File: src/rtl/lcd_timing_rx_pkg.sv
// Shared definitions for the LCD timing receiver: state encoding, panel geometry, RGB565 field widths.
package lcd_timing_rx_pkg;

   typedef enum logic [1:0] {
      ST_SEARCH  = 2'd0,
      ST_MEASURE = 2'd1,
      ST_LOCKED  = 2'd2
   } rx_state_t;

   // Panel geometry, kept identical to the transmitter's
   localparam int PANEL_HTOTAL   = 525;
   localparam int PANEL_VTOTAL   = 286;
   localparam int PANEL_WIDTH    = 480;
   localparam int PANEL_HEIGHT   = 272;
   localparam int PANEL_H_OFFSET = 3;
   localparam int PANEL_V_OFFSET = 3;

   localparam int R_BITS   = 5;
   localparam int G_BITS   = 6;
   localparam int B_BITS   = 5;
   localparam int RGB_BITS = R_BITS + G_BITS + B_BITS;
   localparam int CNT_BITS = 10;

   function automatic logic [CNT_BITS-1:0] sat_inc(input logic [CNT_BITS-1:0] v);
      return (v == {CNT_BITS{1'b1}}) ? v : v + 1'b1;
   endfunction

endpackage

File: src/rtl/lcd_timing_rx_sync_edge_det.sv
// Registers a sync input once and flags its rising edge against the previous registered value.
module lcd_timing_rx_sync_edge_det (
   input  logic clk,
   input  logic rst_n,
   input  logic d,
   output logic rise
);

   logic q;
   logic q_d;

   always_ff @(posedge clk or negedge rst_n) begin
      if (!rst_n) begin
         q   <= 1'b0;
         q_d <= 1'b0;
      end else begin
         q   <= d;
         q_d <= q;
      end
   end

   assign rise = q & ~q_d;

endmodule

File: src/rtl/lcd_timing_rx.sv
// Recovers line/frame structure from Hsync/Vsync, checks it against the panel geometry and
// emits per-pixel coordinates and RGB once locked.
//
// state      | meaning
// SEARCH     | waiting for a first Vsync rise; that frame is never judged
// MEASURE    | counting consecutive good frames towards LOCK_FRAMES
// LOCKED     | geometry confirmed; pixels strobed, any mismatch returns to SEARCH
module lcd_timing_rx
   import lcd_timing_rx_pkg::*;
#(
   parameter int HTOTAL      = PANEL_HTOTAL,
   parameter int VTOTAL      = PANEL_VTOTAL,
   parameter int WIDTH       = PANEL_WIDTH,
   parameter int HEIGHT      = PANEL_HEIGHT,
   parameter int H_OFFSET    = PANEL_H_OFFSET,
   parameter int V_OFFSET    = PANEL_V_OFFSET,
   parameter int LOCK_FRAMES = 2
) (
   input  logic                CLK,
   input  logic                nRESET,
   input  logic                Hsync,
   input  logic                Vsync,
   input  logic [R_BITS-1:0]   R,
   input  logic [G_BITS-1:0]   G,
   input  logic [B_BITS-1:0]   B,
   output logic                pix_valid,
   output logic [8:0]          pix_x,
   output logic [8:0]          pix_y,
   output logic [RGB_BITS-1:0] pix_rgb,
   output logic                frame_start,
   output logic                locked,
   output logic                timing_err,
   output logic [7:0]          err_cnt
);

   rx_state_t           state;
   logic                hs_rise;
   logic                vs_rise;
   logic [RGB_BITS-1:0] rgb1;
   logic [CNT_BITS-1:0] h_cnt;
   logic [CNT_BITS-1:0] v_cnt;
   logic                line_bad;
   logic [3:0]          good_cnt;
   logic [CNT_BITS:0]   line_len;
   logic [CNT_BITS:0]   frame_len;
   logic                line_mis;
   logic                frame_good;
   logic                err_now;
   logic                h_act;
   logic                v_act;
   logic                pix_now;

   lcd_timing_rx_sync_edge_det u_hs (.clk(CLK), .rst_n(nRESET), .d(Hsync), .rise(hs_rise));
   lcd_timing_rx_sync_edge_det u_vs (.clk(CLK), .rst_n(nRESET), .d(Vsync), .rise(vs_rise));

   always_ff @(posedge CLK or negedge nRESET) begin
      if (!nRESET) rgb1 <= '0;
      else         rgb1 <= {R, G, B};
   end

   // One extra bit so a saturated counter reads as 1024 and never aliases a legal length
   assign line_len   = {1'b0, h_cnt} + 1'b1;
   assign frame_len  = {1'b0, v_cnt} + 1'b1;
   assign line_mis   = hs_rise && (line_len != (CNT_BITS+1)'(HTOTAL));
   assign frame_good = (frame_len == (CNT_BITS+1)'(VTOTAL)) && !line_bad && !line_mis;
   assign err_now    = (state == ST_LOCKED) && (line_mis || (vs_rise && !frame_good));

   always_ff @(posedge CLK or negedge nRESET) begin
      if (!nRESET) begin
         h_cnt    <= '0;
         v_cnt    <= '0;
         line_bad <= 1'b0;
      end else begin
         h_cnt <= hs_rise ? '0 : sat_inc(h_cnt);
         if (vs_rise)      v_cnt <= '0;
         else if (hs_rise) v_cnt <= sat_inc(v_cnt);
         if (vs_rise)       line_bad <= 1'b0;
         else if (line_mis) line_bad <= 1'b1;
      end
   end

   always_ff @(posedge CLK or negedge nRESET) begin
      if (!nRESET) begin
         state       <= ST_SEARCH;
         good_cnt    <= '0;
         locked      <= 1'b0;
         frame_start <= 1'b0;
         timing_err  <= 1'b0;
         err_cnt     <= '0;
      end else begin
         frame_start <= 1'b0;
         timing_err  <= 1'b0;
         case (state)
            ST_SEARCH: begin
               if (vs_rise) begin
                  state    <= ST_MEASURE;
                  good_cnt <= '0;
               end
            end
            ST_MEASURE: begin
               if (vs_rise) begin
                  if (!frame_good) begin
                     good_cnt <= '0;
                  end else if ((good_cnt + 4'd1) >= 4'(LOCK_FRAMES)) begin
                     state    <= ST_LOCKED;
                     locked   <= 1'b1;
                     good_cnt <= '0;
                  end else begin
                     good_cnt <= good_cnt + 4'd1;
                  end
               end
            end
            ST_LOCKED: begin
               if (err_now) begin
                  state      <= ST_SEARCH;
                  locked     <= 1'b0;
                  timing_err <= 1'b1;
                  if (err_cnt != 8'hff) err_cnt <= err_cnt + 8'd1;
               end else if (vs_rise) begin
                  frame_start <= 1'b1;
               end
            end
            default: begin
               state  <= ST_SEARCH;
               locked <= 1'b0;
            end
         endcase
      end
   end

   // err_now gates the strobe so pix_valid falls together with locked
   assign h_act   = (h_cnt >= CNT_BITS'(H_OFFSET)) && (h_cnt < CNT_BITS'(H_OFFSET + WIDTH));
   assign v_act   = (v_cnt >= CNT_BITS'(V_OFFSET)) && (v_cnt < CNT_BITS'(V_OFFSET + HEIGHT));
   assign pix_now = (state == ST_LOCKED) && !err_now && h_act && v_act;

   always_ff @(posedge CLK or negedge nRESET) begin
      if (!nRESET) begin
         pix_valid <= 1'b0;
         pix_x     <= '0;
         pix_y     <= '0;
         pix_rgb   <= '0;
      end else begin
         pix_valid <= pix_now;
         if (pix_now) begin
            pix_x   <= 9'(h_cnt - CNT_BITS'(H_OFFSET));
            pix_y   <= 9'(v_cnt - CNT_BITS'(V_OFFSET));
            pix_rgb <= rgb1;
         end
      end
   end

endmodule

File: config.mk
export PLATFORM = sky130hd
export DESIGN_NAME = lcd_timing_rx
export DESIGN_NICKNAME = d
export VERILOG_FILES = /design/src/rtl/lcd_timing_rx_pkg.sv /design/src/rtl/lcd_timing_rx_sync_edge_det.sv /design/src/rtl/lcd_timing_rx.sv
export SDC_FILE = /design/constraint.sdc
export NUM_CORES = 1
export LEC_CHECK = 0
export CORE_MARGIN = 3
export CORE_UTILIZATION = 30
export DETAILED_ROUTE_END_ITERATION = 16
export PLACE_DENSITY_LB_ADDON = 0.2
export SYNTH_ARGS = -nofsm -noshare
export SYNTH_HDL_FRONTEND = slang
export SYNTH_HIERARCHICAL = 1
export SYNTH_SLANG_ARGS = --single-unit
File: constraint.sdc
create_clock -name CLK -period 7.9 [get_ports CLK]
set_clock_uncertainty 0.05 [all_clocks]
set_input_delay 0.79 -clock CLK [delete_from_list [all_inputs] [get_ports CLK]]
set_output_delay 0.79 -clock CLK [all_outputs]
set_load 0.01 [all_outputs]
==> flow_summary.yaml <==
logic_synthesis:
  synth-adder-area-share_pct: 1.977
  ys_types: 56
  syn-mean-instance-area_um2: 12.04
  yosysSeqAreaShare_pct: 52.54
  synth_nets: 395
  yosysWarnings: 6
  synth_area_mm2: 0.004429
  synth-xor-area-share_pct: 6.130
  synth_edf_count: 0
  async_flop_share_pct: 100.0
  synth-seq-cells: 93
  synth-compound-area-share_pct: 6.554
  syn_inst: 368
  synthSimpleGateAreaFrac_pct: 15.51
  synth_mux_area_share_pct: 12.54
  ys.flop_type: "dfrtp_1"
  synth_top_family_by_area: "simple AND/OR/NAND/NOR gates"
place:
  place_ws_ns: 4.289
  place_area_mm2: 0.005152
  numPortBuffers: 65
  dp.cells: 593
  place_congestion: 0.8496
  dp_hpwl_mm: 5.916
sta:
  drv_slew: 0
  final-setup-viol-count: 0
  rsz0062_at_grt: "no"
  tightestPinTransition_ns: 0.8888
  timing.final.crit_period_ns: 3.552
  finalSetupTns_ns: 0
  max_freq_mhz: 281.6
  fin_crit_sh_pct: 44.96
  relSlewSlack_pct: 40.63
  setup_ws_ns: 4.348
  timing.hold.ws_ns: 0.3296
  hold_violations: 0
drt:
  drc_errors: 0
  ant_nets: 0
  wl_per_cell_um: 14.34
  vias: 2857
  drtPass1Iterations: 4
  drt_iter0_drc: 151
  vias_per_cell: 4.691
  routed_wl_mm: 8.735
clock_network:
  h-tree-depth: 3
  clk_latency_ns: 0.35
  ctsResizeCount: 0
  clockBufferDepth: 2
  clockRootBuffer: "clkbuf_16"
  clk_transition_reported_paths_ns: 0.07
  cts_buffers: 9
  cts_tree: "yes"
  holdBufCountCts: 0
  cts.sinks: 93
  postCtsSetupBuffers: 0
run:
  maxCapViolCount: 0
global_route:
  grt_pass1_vias: 2871
  antenna_found_initial: 0
  grt_max_degree: 50
  grt_pass1_wl_mm: 14.69
  grt.overflow.total: 0
  grt_use_total_pct: 11.39
final_layout:
  fillers: 1372
  fin_cells: 609
  drive_gt1_share_pct: 15.62
  layout.nets: 451
  synthToLayoutAreaGrowth_pct: 23.47
  final_common_cell: "dfrtp_1"
  diodes: 0
  fin_area_mm2: 0.005469
  mostFrequentLayoutCells: "dfrtp_1 (93), clkdlybuf4s50_1 (64), mux2_4 (27)"
power:
  power_density_mw_per_mm2: 199.4
  worst_ir_drop_vdd_mv: 0.09344
  leakage_nw: 2.528
worst_setup_path:
  crit_path_max_fanout: 35
  worstPathArrival_ns: 3.74
  end_kind: "flop"
  cp.required_ns: 8.09
  slowest_stage: "nand4_4"
  path_cells: "ha_1 > and3b_1 > o211ai_1 > or4b_1 > o21ai_4 > nand4_4 > mux2_4"
  worst_setup_path_start_kind: "flop"
  cpPeakStageDelay_ns: 0.76
  rrSetupSlack_ns: 4.35
  critical_path_class: "flop to flop"
floorplan:
  ios: 66
  coreArea_mm2: 0.01415
  initial_core_util_pct: 31.30
  die_width_um: 127.5
  dieArea_mm2: 0.01626
  std_cell_rows: 43
  fp.dieH_um: 127.5
worst_hold_path:
  hold_path.class: "flop to flop"
outcome:
  outcome: "completed"
cell type report:
cell class / count / area [µm²] / share of cell area, %
Sequential cell: 93 / 2327 / 42.55
Inverter: 14 / 52.55 / 0.9609
Clock buffer: 9 / 225.2 / 4.118
Timing Repair Buffer: 66 / 655.6 / 11.99
Multi-Input combinational cell: 240 / 1892 / 34.59
Clock inverter: 7 / 91.34 / 1.670
Tap cell: 180 / 225.2 / 4.118
final timing paths:
path | depth (start not counted) | to | startpoint
worst min register to register | 0 | u_vs/q_d | u_vs/q
worst max register to register | 7 | pix_y[5] | h_cnt[0]
min in group asynchronous | 1 | pix_valid | nRESET
worst min-delay path | 0 | u_vs/q_d | u_vs/q
max in group asynchronous | 2 | err_cnt[1] | nRESET
worst max-delay path | 7 | pix_y[5] | h_cnt[0]
per-layer routing:
layer,vias up,GRT usage [%],wire length [µm]
met4,0,4.101,108
met5,-,0,0
met2,57,18.02,4191
met1,1404,14.40,3975
li1,1387,-,-
met3,9,4.055,459
where the power goes:
group          internal (mW)  switching, mW  leakage, nW  total [mW]
Combinational         0.0541         0.0671         1.14       0.121
Clock                  0.253          0.202        0.151       0.455
Sequential             0.491         0.0229         1.24       0.514
Total                  0.798          0.292         2.53        1.09
kinds of logic (layout without fill, tap and decap cells):
| logic type | Yosys count | in the layout |
|---|---|---|
| compound gates | 41 | 41 |
| buf+inv | 35 | 96 |
| fa+ha+maj | 7 | 7 |
| simple gates | 120 | 120 |
| xor+xnor | 31 | 31 |
| flops | 93 | 93 |
| mux | 41 | 41 |
cells in the mapped netlist, types with 8 or more instances:
cell	n	area [µm²]
a21oi_1	19	95.09
nand2_1	20	75.07
clkbuf_1	8	30.03
mux2_4	27	405.4
xor2_1	19	166.4
mux2_2	8	90.09
nand3_1	14	70.07
nor2_1	26	97.59
dfrtp_1	93	2327
and3_1	8	50.05
xnor2_1	12	105.1
inv_1	14	52.55
state kept, by name (all words and copies together) (netlist names), 2 cells and up:
name and flops:
pix_rgb 16, pix_x 9, v_cnt 10, state 2, h_cnt 10, err_cnt 8, rgb1 16, good_cnt 4
pix_y 9
stage by stage:
| step | total power [mW] | util (%) |
|---|---|---|
| global placement | 0.6455 | 36.41 |
| detailed placement | 0.6469 | 36.41 |
| CTS | 1.110 | 38.65 |
| floorplan | 0.6091 | - |
| finish | 1.090 | 38.65 |
| global route | 1.147 | 38.65 |
critical path: cells and delay by family (launching register included):
kind | cells | cell delay (ns)
adders and majority gates | 1 | 0.33
AOI/OAI and AO/OA | 2 | 0.48
and+or+nand+nor | 3 | 1.51
muxes | 1 | 0.56
DFF | 1 | 0.47
Note: power is estimated with default switching activity, not from simulation.
